$ cat config.mk
export PLATFORM = sky130hd
export DESIGN_NAME = stream_tx_framer
export DESIGN_NICKNAME = d
export VERILOG_FILES = /design/src/rtl/stream_skid_reg.sv /design/src/rtl/stream_tx_framer.sv
export SDC_FILE = /design/constraint.sdc
export NUM_CORES = 2
export LEC_CHECK = 0
export CELL_PAD_IN_SITES_DETAIL_PLACEMENT = 0
export CELL_PAD_IN_SITES_GLOBAL_PLACEMENT = 2
export CORE_AREA = 2 2 425 321
export DETAILED_ROUTE_END_ITERATION = 6
export DIE_AREA = 0 0 427 323
export PLACE_DENSITY_LB_ADDON = 0.1
export SYNTH_ARGS = -nofsm -noshare
export SYNTH_HDL_FRONTEND = slang
export SYNTH_HIERARCHICAL = 1
export SYNTH_SLANG_ARGS = --single-unit
$ cat constraint.sdc
create_clock -name clk -period 6.5 [get_ports clk]
set_input_delay 0.975 -clock clk [delete_from_list [all_inputs] [get_ports clk]]
set_output_delay 0.975 -clock clk [all_outputs]
set_load 0.05 [all_outputs]
$ cat src/rtl/stream_skid_reg.sv
// Two-entry valid/ready register slice: an output register plus one skid entry.
// in_ready is derived only from registered state, which breaks the combinational path from out_ready.
module stream_skid_reg #(
    parameter int WIDTH = 8
) (
    input  logic             clk,
    input  logic             rst,
    input  logic             in_valid,
    input  logic [WIDTH-1:0] in_data,
    output logic             in_ready,
    output logic             out_valid,
    output logic [WIDTH-1:0] out_data,
    input  logic             out_ready
);

    logic             skid_valid;
    logic [WIDTH-1:0] skid_data;

    assign in_ready = !skid_valid;

    // When the output register is free, the skid entry drains ahead of any new beat.
    always_ff @(posedge clk) begin
        if (rst) begin
            out_valid  <= 1'b0;
            out_data   <= '0;
            skid_valid <= 1'b0;
            skid_data  <= '0;
        end else if (!out_valid || out_ready) begin
            if (skid_valid) begin
                out_valid  <= 1'b1;
                out_data   <= skid_data;
                skid_valid <= in_valid;
                if (in_valid) begin
                    skid_data <= in_data;
                end
            end else begin
                out_valid <= in_valid;
                if (in_valid) begin
                    out_data <= in_data;
                end
            end
        end else if (in_valid && !skid_valid) begin
            skid_valid <= 1'b1;
            skid_data  <= in_data;
        end
    end

endmodule

$ cat src/rtl/stream_tx_framer.sv
// Re-frames beats from an in_reg-style source into a registered axis-like stream.
// The header is held across each packet, framing is enforced, and drops/errors/packets are counted.
module stream_tx_framer #(
    parameter int TUSER_WIDTH       = 128,
    parameter int TDATA_WIDTH       = 256,
    parameter int TKEEP_WIDTH       = TDATA_WIDTH / 8,
    parameter int MAX_BEATS         = 64,
    parameter int ZERO_KEEP_AS_FULL = 1
) (
    input  logic                   clk,
    input  logic                   rst,
    input  logic                   in_reg_tvalid,
    input  logic                   in_reg_tlast,
    input  logic                   in_reg_tstart,
    input  logic [TUSER_WIDTH-1:0] in_reg_tuser,
    input  logic [TDATA_WIDTH-1:0] in_reg_tdata,
    input  logic [TKEEP_WIDTH-1:0] in_reg_tkeep,
    output logic                   in_reg_tready,
    output logic                   axis_tvalid,
    output logic                   axis_tlast,
    output logic                   axis_tstart,
    output logic [TUSER_WIDTH-1:0] axis_tuser,
    output logic [TDATA_WIDTH-1:0] axis_tdata,
    output logic [TKEEP_WIDTH-1:0] axis_tkeep,
    input  logic                   axis_tready,
    output logic [15:0]            drop_cnt,
    output logic [15:0]            err_cnt,
    output logic [15:0]            pkt_cnt
);

    localparam int CNT_W = $clog2(MAX_BEATS + 1);
    localparam int PAY_W = 2 + TKEEP_WIDTH + TUSER_WIDTH + TDATA_WIDTH;

    typedef enum logic {
        IDLE   = 1'b0,
        IN_PKT = 1'b1
    } state_t;

    state_t                 state;
    logic [TUSER_WIDTH-1:0] hdr;
    logic [CNT_W-1:0]       beat_cnt;
    logic [CNT_W-1:0]       next_cnt;
    logic                   accept;
    logic                   fwd;
    logic                   drop;
    logic                   restart;
    logic                   force_end;
    logic                   fwd_last;
    logic                   skid_ready;
    logic [TUSER_WIDTH-1:0] fwd_user;
    logic [TKEEP_WIDTH-1:0] fwd_keep;
    logic [PAY_W-1:0]       fwd_payload;
    logic [PAY_W-1:0]       out_payload;

    function automatic logic [15:0] sat_inc(input logic [15:0] cnt, input logic inc);
        return (inc && cnt != 16'hFFFF) ? cnt + 16'd1 : cnt;
    endfunction

    assign in_reg_tready = !rst && skid_ready;

    // A tstart beat always opens a packet; plain beats only count while inside one.
    always_comb begin
        accept    = in_reg_tvalid && in_reg_tready;
        fwd       = accept && (in_reg_tstart || state == IN_PKT);
        drop      = accept && !in_reg_tstart && state == IDLE;
        restart   = accept && in_reg_tstart && state == IN_PKT;
        next_cnt  = in_reg_tstart ? CNT_W'(1) : beat_cnt + CNT_W'(1);
        force_end = fwd && !in_reg_tlast && next_cnt == CNT_W'(MAX_BEATS);
        fwd_last  = in_reg_tlast || force_end;
        fwd_user  = in_reg_tstart ? in_reg_tuser : hdr;
        fwd_keep  = (ZERO_KEEP_AS_FULL != 0 && in_reg_tkeep == '0) ? '1 : in_reg_tkeep;
        fwd_payload = {in_reg_tstart, fwd_last, fwd_keep, fwd_user, in_reg_tdata};
    end

    always_ff @(posedge clk) begin
        if (rst) begin
            state    <= IDLE;
            hdr      <= '0;
            beat_cnt <= '0;
            drop_cnt <= '0;
            err_cnt  <= '0;
            pkt_cnt  <= '0;
        end else begin
            if (fwd) begin
                beat_cnt <= next_cnt;
                state    <= fwd_last ? IDLE : IN_PKT;
                if (in_reg_tstart) begin
                    hdr <= in_reg_tuser;
                end
            end
            drop_cnt <= sat_inc(drop_cnt, drop);
            err_cnt  <= sat_inc(err_cnt, restart || force_end);
            pkt_cnt  <= sat_inc(pkt_cnt, fwd && fwd_last);
        end
    end

    stream_skid_reg #(
        .WIDTH(PAY_W)
    ) u_skid (
        .clk      (clk),
        .rst      (rst),
        .in_valid (fwd),
        .in_data  (fwd_payload),
        .in_ready (skid_ready),
        .out_valid(axis_tvalid),
        .out_data (out_payload),
        .out_ready(axis_tready)
    );

    assign {axis_tstart, axis_tlast, axis_tkeep, axis_tuser, axis_tdata} = out_payload;

endmodule
==> results.tsv <==
stage	metric	value	unit
yosys	syn_area_per_cell	9.60	um^2
yosys	synth.distinct_cells	53	
placed_design	gp_congestion	0.779	
clock_network	numCtsBuffers	113	
yosys	yosysWarnings	6	
timing	finalSetupViolCount	0	
global_routing	grt_pass1_wl	237000	um
yosys	postSynthCellCount	4847	
timing	finalCritPeriodShare	62.3	%
placed_design	port_buffers	889	
timing	worst_pin_slew	1.11	ns
clock_network	cts_hold_buf	0	
clock_network	clk_pin_slew_worst_paths	0.05	ns
critical_path	critPathCaptureType	output port	
detailed_routing	vias_per_cell	5.04	
critical_path	path_class	in -> out	
clock_network	post_cts_resized	0	
global_routing	antenna_found_initial	51	
die	num_rows	117	
yosys	synth_area_leaders	dfxtp_1, mux2i_1, nand2b_1	
outcome	status	finished clean	
timing	hold_slack	0.468	ns
die	ioPinCount	890	
critical_path	reg2reg_depth	8	
yosys	synthFlopType	dfxtp_1	
hold_path	hold_depth	2	
critical_path	critical_path.cell_chain	buf_8 > buf_4 > nor2b_1 > clkdlybuf4s50_1	
yosys	synth_edf_count	0	
detailed_routing	ant_nets	0	
yosys	syn_nets	5273	
detailed_routing	drt_first_pass_iters	5	
cells_and_area	area_delta_synth_final	29.8	%
run	max-cap-violations	0	
yosys	yosysSeqAreaShare	44.0	%
critical_path	slowest_delay	0.78	ns
critical_path	crit_required	5.52	ns
yosys	netlist_area	46500	um^2
clock_network	htree_levels	3	
pwr	p_leak	0.0193	uW
timing	max_slew_margin	25.7	%
critical_path	critical_path.top_delay_family	buffers and inverters	
cells_and_area	final_core_util	44.9	%
critical_path	cp_max_fo	82	
cells_and_area	layout-drive-gt1-share	7.65	%
die	fp.dieW	427	um
detailed_routing	initialDrtViolationCount	1938	
critical_path	reg2reg_to	u_skid/out_data[162]	
timing	slew_violations	0	
die	core-area	134000	um^2
clock_network	root_buffer	clkbuf_16	
critical_path	critPathArrivalTime	3.08	ns
hold_path	worst_hold_path_type	reg -> reg	
global_routing	grt_use_total	22.3	%
global_routing	overflow	0	
pwr	ir_drop	194	uV
critical_path	timing.rr.start	u_skid/skid_valid	
timing	layout_setup_ws	2.45	ns
timing	min_period	4.05	ns
detailed_routing	drc	0	
die	die_h	323	um
clock_network	ctsLongestPathBuffers	3	
die	start_util	34.6	%
timing	final.setup_skew	0.0285	ns
detailed_routing	totalWireLength	162000	um
yosys	synth_top_area_share	44.0	%
timing	rsz0062_at_grt	false	
clock_network	postCtsSetupBuffers	0	
clock_network	clkLatencyLatePin	0.75	ns
yosys	synth_seq_cells	1022	
critical_path	worstSetupStartpointType	primary input	
global_routing	grt_pass1_vias	36060	
cells_and_area	nNetsFinal	5883	
clock_network	clock-sinks	1022	
yosys	yosys.cell_count.top_type	dfxtp_1	
hold_path	hold_end	beat_cnt[6]	
timing	setup_tns	0	ns
die	dieArea	138000	um^2
timing	fmax	0.247	GHz
yosys	async_reset_ff_share	0	%
global_routing	grt_max_degree	254	
placed_design	hpwlAfterDp	105000	um
critical_path	cpMaxStageDelayCell	clkdlybuf4s50_1	
critical_path	critPathBufInv	3	
yosys	yosys.area.top_type	dfxtp_1	
detailed_routing	via_count	37071	
placed_design	pre_cts_ws	2.24	ns
clock_network	cts_tree	done	
detailed_routing	post_drt_wl_per_cell	22.0	um
yosys	synthTopCellsByCount	dfxtp_1, mux2i_1, nand2b_1	
critical_path	startpoint	rst	
hold_path	hp-start	beat_cnt[6]	
timing	finalHoldViolCount	0	
critical_path	ff2ff_setup_slack	3.00	ns
pwr	p_per_area	259	nW/um^2
==> where the power goes <==
| part | internal, uW | leakage (uW) | switching [uW] |
|---|---|---|---|
| registers | 6480 | 0.00831 | 118 |
| clock network | 4000 | 0.00190 | 2810 |
| logic | 905 | 0.00909 | 1350 |
==> sequential cells by signal (all words and copies together) (netlist names), 7 cells and up <==
| name | cells |
|---|---|
| beat_cnt | 7 |
| drop_cnt | 16 |
| err_cnt | 16 |
| hdr | 128 |
| pkt_cnt | 16 |
| u_skid/out_data | 418 |
| u_skid/skid_data | 418 |
==> area by class of cell <==
type | instances | area [um^2]
clock buffer | 163 | 3240
sequential | 1022 | 20500
fill | 12885 | 74000
multi-input combinational | 3361 | 24100
tap | 1785 | 2230
inverter | 12 | 47.5
clock inverter | 40 | 609
timing repair buffer | 947 | 9670
antenna | 25 | 62.6
==> per-stage QoR <==
stage | cells | cell area, um^2 | power [uW]
2_1_floorplan | 4847 | 46500 | 8090
5_1_grt | 7352 | 60400 | 16300
3_3_place_gp | 7127 | 56500 | 8990
6_report | 7355 | 60400 | 15700
3_5_place_dp | 7127 | 56500 | 9010
4_1_cts | 7330 | 60300 | 15900
==> per-layer routing <==
layer  global-route usage [%]  share of wire (%)
met1                     26.9                 42
met2                     38.4                 50
met3                     4.68                4.2
met4                     9.28                4.1
met5                        0              0.097
==> worst max-delay path by stage <==
stage / end / slack (ns) / depth (start not counted)
floorplan: u_skid/skid_data[397] / 3.18 / 12
detailed placement: u_skid/out_data[56] / 2.24 / 8
finish: in_reg_tready / 2.45 / 4
global route: in_reg_tready / 2.27 / 4
global placement: u_skid/out_data[56] / 2.33 / 8
CTS: in_reg_tready / 2.39 / 4
==> tightest hold or removal path, stage by stage, from the launching register on <==
cell,delay (ns)
dfxtp_1,0.32
nand2_1,0.06
a21oi_1,0.05
==> cell families after synthesis <==
kind of cell / after synthesis / share of synthesized area, %
AO/OA/AOI/OAI: 907 / 12.2
XOR/XNOR: 21 / 0.395
adder cells (fa/ha/maj): 4 / 0.108
buffers and inverters: 464 / 4.42
flip-flops: 1022 / 44.0
multiplexers: 980 / 21.5
AND/OR/NAND/NOR: 1449 / 17.4
==> cell usage in the layout (no fill, tap or decap), types with 114 or more instances in the layout <==
cell type and n:
nor2_1 305, dfxtp_1 1021, a211oi_1 423, a21oi_1 445, clkbuf_16 114, nand2b_1 838
clkdlybuf4s50_1 887, mux2i_1 840, nor3_1 130, mux2_2 138
No activity file was read; power rests on OpenSTA's default activity.
